File: config.mk
export PLATFORM = sky130hd
export DESIGN_NAME = hazard_ctrl
export DESIGN_NICKNAME = d
export VERILOG_FILES = /design/src/rtl/hazard_ctrl.sv
export SDC_FILE = /design/constraint.sdc
export NUM_CORES = 1
export LEC_CHECK = 0
export ABC_AREA = 1
export BUFFER_PORTS_ARGS = -buffer_cell sky130_fd_sc_hd__buf_2
export CORE_MARGIN = 5
export CORE_UTILIZATION = 57
export CTS_CLUSTER_DIAMETER = 200
export DETAILED_ROUTE_END_ITERATION = 16
export GPL_ROUTABILITY_DRIVEN = 0
export GPL_TIMING_DRIVEN = 0
export PLACE_DENSITY_LB_ADDON = 0.05
export SKIP_LAST_GASP = 1
export SYNTH_ARGS = -nofsm -noshare
export SYNTH_HDL_FRONTEND = slang
export SYNTH_SLANG_ARGS = --single-unit
File: constraint.sdc
create_clock -name clk -period 4.3 [get_ports clk]
set_clock_uncertainty 0.05 [all_clocks]
set_input_delay 0.215 -clock clk [delete_from_list [all_inputs] [get_ports clk]]
set_output_delay 0.215 -clock clk [all_outputs]
set_load 0.01 [all_outputs]
File: src/rtl/hazard_ctrl.sv
// Pipeline hazard/stall sequencer: front-end enables, bubbles, flushes, a
// mult/div busy tracker and saturating stall/flush counters.
//
// state   | meaning
// --------+-------------------------------------------------------------
// IDLE    | mult/div unit free; HI/LO valid
// BUSY    | mult/div in flight; md_cnt_q counts down cycles still owed
module hazard_ctrl #(
  parameter int MD_LATENCY = 8,
  parameter int CNT_W      = 16
) (
  input  logic             clk,
  input  logic             reset,
  input  logic             mem_wait,
  input  logic [4:0]       id_rs,
  input  logic [4:0]       id_rt,
  input  logic             id_uses_rs,
  input  logic             id_uses_rt,
  input  logic             id_md_start,
  input  logic             id_md_read,
  input  logic             ex_memread,
  input  logic [4:0]       ex_rt,
  input  logic             ex_jump,
  input  logic             ex_branch_taken,
  output logic             pc_en,
  output logic             ifid_en,
  output logic             ifid_flush,
  output logic             idex_en,
  output logic             idex_bubble,
  output logic             md_busy,
  output logic [CNT_W-1:0] stall_cnt,
  output logic [CNT_W-1:0] flush_cnt
);

  typedef enum logic {
    ST_IDLE = 1'b0,
    ST_BUSY = 1'b1
  } md_state_t;

  md_state_t        state_q, state_d;
  logic [7:0]       md_cnt_q, md_cnt_d;
  logic [CNT_W-1:0] stall_cnt_q, stall_cnt_d;
  logic [CNT_W-1:0] flush_cnt_q, flush_cnt_d;

  logic rs_hit;
  logic rt_hit;
  logic lu;
  logic md;
  logic fl;
  logic md_issue;

  // Hazard terms are evaluated on the current ID/EX contents.
  always_comb begin
    rs_hit = id_uses_rs && (id_rs == ex_rt);
    rt_hit = id_uses_rt && (id_rt == ex_rt);
    lu     = ex_memread && (ex_rt != 5'd0) && (rs_hit || rt_hit);
    md     = (state_q == ST_BUSY) && (id_md_read || id_md_start);
    fl     = ex_jump || ex_branch_taken;
  end

  // A mult/div only starts when its instruction really moves into EX.
  assign md_issue = !reset && id_md_start && !mem_wait && !fl && !md && !lu;

  always_ff @(posedge clk) begin
    if (reset) begin
      state_q     <= ST_IDLE;
      md_cnt_q    <= 8'd0;
      stall_cnt_q <= '0;
      flush_cnt_q <= '0;
    end else begin
      state_q     <= state_d;
      md_cnt_q    <= md_cnt_d;
      stall_cnt_q <= stall_cnt_d;
      flush_cnt_q <= flush_cnt_d;
    end
  end

  always_comb begin
    state_d  = state_q;
    md_cnt_d = md_cnt_q;
    case (state_q)
      ST_IDLE: begin
        if (md_issue) begin
          state_d  = ST_BUSY;
          md_cnt_d = 8'(MD_LATENCY);
        end
      end
      ST_BUSY: begin
        // Keeps counting through mem_wait: the unit runs independently.
        if (md_cnt_q == 8'd1) begin
          state_d  = ST_IDLE;
          md_cnt_d = 8'd0;
        end else begin
          md_cnt_d = md_cnt_q - 8'd1;
        end
      end
      default: begin
        state_d  = ST_IDLE;
        md_cnt_d = 8'd0;
      end
    endcase
  end

  always_comb begin
    pc_en       = 1'b1;
    ifid_en     = 1'b1;
    idex_en     = 1'b1;
    ifid_flush  = 1'b0;
    idex_bubble = 1'b0;
    if (reset) begin
      pc_en   = 1'b0;
      ifid_en = 1'b0;
      idex_en = 1'b0;
    end else if (mem_wait) begin
      pc_en   = 1'b0;
      ifid_en = 1'b0;
      idex_en = 1'b0;
    end else if (fl) begin
      // Wrong-path instructions in IF/ID and ID are squashed; any stall is moot.
      ifid_flush  = 1'b1;
      idex_bubble = 1'b1;
    end else if (md || lu) begin
      pc_en       = 1'b0;
      ifid_en     = 1'b0;
      idex_bubble = 1'b1;
    end
  end

  always_comb begin
    stall_cnt_d = stall_cnt_q;
    flush_cnt_d = flush_cnt_q;
    if (!pc_en && !reset && (stall_cnt_q != {CNT_W{1'b1}}))
      stall_cnt_d = stall_cnt_q + CNT_W'(1);
    if (ifid_flush && (flush_cnt_q != {CNT_W{1'b1}}))
      flush_cnt_d = flush_cnt_q + CNT_W'(1);
  end

  assign md_busy   = (state_q == ST_BUSY);
  assign stall_cnt = stall_cnt_q;
  assign flush_cnt = flush_cnt_q;

endmodule

==> flow_summary.toml <==
[final_layout]
drive_gt1_share_pct = 19.70
fin_nets = 490
syn2layout_area_growth_pct = 18.69
diodes = 0

[clocking]
root_buffer = "clkbuf_8"
clock_latency_ns = 0.30
cts_inserted_buffers = 5
clockBufferDepth = 2
cts_resized = 0
clock_sinks = 41
hold_buffers = 0
clk_pin_slew_ns = 0.09
post-cts-setup-buffers = 0
h-tree-depth = 2
cts_tree = "done"

[grt]
gr-total-overflow = 0
grt_usage_pct = 21.24
grt_pass1_vias = 2348
grt_antenna_before_repair = 0
grt_max_degree = 14
grt_first_pass_wirelength_um = 9639

[floorplan]
io_pins = 63
dieHeight_um = 75.83
die_area_um2 = 5749
coreArea_um2 = 4264
initial_core_util_pct = 57.92
row_count = 24
die_w_um = 75.83

[synthesis]
ys_async_sr_fraction_pct = 0
synth_cell_types = 34
ys_seq_area_share_pct = 33.23
yosysTopAreaCellShare_pct = 33.23
ys_seq_elements = 41
yosys_most_used_dff = "dfxtp_1"
synthTopCellsByArea = "dfxtp_1, nand2_1, nor2_1"
synth_area_leader_cell = "dfxtp_1"
avgSynthCellArea_um2 = 6.301
synth_commonest_cells = "nand2_1, nor2_1, inv_1, dfxtp_1, nand3_1"
yosysMostFrequentCell = "nand2_1"
syn_nets = 421
postSynthCellCount = 392
synth-edff-count = 0
synth_area_um2 = 2470
ys.warnings.count = 0

[power]
clkPwrFrac_pct = 34.4
p_leak_nw = 1.411
combPwrFrac_pct = 12.7
p_int_uw = 534.9
p_seq_share_pct = 52.9
pwr_density_cell_nw_per_um2 = 251.8
ir_worst_vdd_mv = 0.2293
swShare_pct = 27.55
p_switching_uw = 203.4

[worst_setup_path]
r2r_setup_slack_ns = 2.44
cp-end-kind = "output pin"
reg2reg_depth = 10
path_class = "reg -> out"
worst_path_max_delay_cell = "dfxtp_1"
cp_slowest_stage_delay_ns = 0.40
cp_max_fo = 10
worstPathCellList = "o21ai_0 > nand2_2 > nand2_4 > nand2_8 > buf_6 > nor2_1 > buf_4 > buf_2"
start_kind = "flip-flop"
required_ns = 4.03
arrival_ns = 1.65
crit_path_end = "pc_en"
timing.rr.end = "stall_cnt[13]"
critPathLaunch = "md_busy"
r2r-start = "stall_cnt[0]"

[timing]
timing_hold_violations_final = 0
fin_tns_setup_ns = 0
slew_headroom_pct = 67.34
fin_crit_sh_pct = 44.64
whs_ns = 0.2948
slew_violations = 0
rsz0062_at_grt = "no"
worst_slew_pin_slew_ns = 0.4898
setup-violations-final = 0
fmax_mhz = 520.9
min_period_ns = 1.920
setup_slack_ns = 2.380

[routing]
antenna_left = 0
drt_iter0_markers = 115
drt-pass1-iter-count = 4
postRouteWirelength_um = 5933
via_per_inst = 5.068
via_count = 2605
wl_per_cell_um = 11.54
drc = 0

[worst_hold_path]
hp-class = "in -> reg"

[flow_run]
max_cap_viol_count = 0

[placement]
post-place-ws_ns = 2.397
io_buffers = 62
hpwlAfterDp_um = 4560

[outcome]
status = "completed"
## critical path: cells and delay by family, from the launching register on
family | cells | cell delay, ns
AND/OR/NAND/NOR | 4 | 0.38
buffers and inverters | 3 | 0.43
AO/OA/AOI/OAI | 1 | 0.16
flip-flops | 1 | 0.40
## through the flow
| step | cell area, µm² | instances | power (mW) | util, % |
|---|---|---|---|---|
| after floorplan | 2470 | 392 | 0.4605 | - |
| after global placement | 2845 | 506 | 0.4905 | 66.73 |
| after detailed placement | 2845 | 506 | 0.4934 | 66.73 |
| after CTS | 2932 | 514 | 0.7458 | 68.75 |
| after global routing | 2932 | 514 | 0.7700 | 68.75 |
| final | 2932 | 514 | 0.7383 | 68.75 |
## sequential cells by signal, indices dropped and copies added (netlist names)
signal	flops
flush_cnt	16
stall_cnt	16
md_cnt_q	8
md_busy	1
## routing by layer
metal	global-route usage (%)	vias to the layer above	wire length (µm)
met1	25.00	1152	2602
li1	-	1396	-
met5	0	-	0
met4	6.019	0	68
met3	4.090	7	264
met2	38.78	50	2998
## cell type report
| cell class | instances | area [µm²] |
|---|---|---|
| buffer | 7 | 55.05 |
| clock buffer | 5 | 68.82 |
| clock inverter | 3 | 17.52 |
| fill | 392 | 1333 |
| inverter | 58 | 217.7 |
| multi-input combinational | 286 | 1376 |
| sequential | 41 | 820.8 |
| tap | 52 | 65.06 |
| timing repair buffer | 62 | 310.3 |
## power groups by stage
stage          combinational, mW  sequential [mW]  clock [mW]
2_1_floorplan             0.0607            0.400           0
3_3_place_gp              0.0911            0.399           0
3_5_place_dp              0.0938            0.400           0
4_1_cts                   0.0941            0.391       0.261
5_1_grt                    0.105            0.392       0.273
6_report                  0.0937            0.391       0.254
## kinds of logic after synthesis
group	share of synthesized area, %
DFF	33.23
adders and majority gates	2.026
AOI/OAI and AO/OA	11.25
buffers and inverters	11.04
xor gates and xnor gates	2.482
and+or+nand+nor	39.97
## layout by cell type (no fill, tap or decap), types with 2 or more instances in the layout
cell / synthesis / layout
o21ai_0: 16 / 16
inv_2: 6 / 6
nand2_2: 4 / 4
nand4_1: 7 / 7
nor3_1: 14 / 14
clkbuf_8: 0 / 5
nand3_1: 37 / 37
clkinv_2: 0 / 2
dfxtp_1: 41 / 41
clkbuf_1: 2 / 2
ha_1: 4 / 4
nand3_2: 2 / 2
nor2_1: 52 / 52
nor3b_1: 3 / 3
buf_2: 1 / 63
xnor2_1: 3 / 3
nand2_1: 94 / 94
a21oi_1: 34 / 34
xor2_1: 4 / 4
o31ai_1: 2 / 2
inv_1: 51 / 51
## worst min path at each step
stage,startpoint,end,slack [ns],depth (start not counted)
global placement,flush_cnt[12],flush_cnt[12],0.42,1
finish,reset,stall_cnt[15],0.29,3
global route,reset,stall_cnt[15],0.32,3
detailed placement,flush_cnt[12],flush_cnt[12],0.43,1
CTS,reset,stall_cnt[15],0.30,3
floorplan,md_cnt_q[0],md_cnt_q[0],0.40,1
No activity file was read; power rests on OpenSTA's default activity.
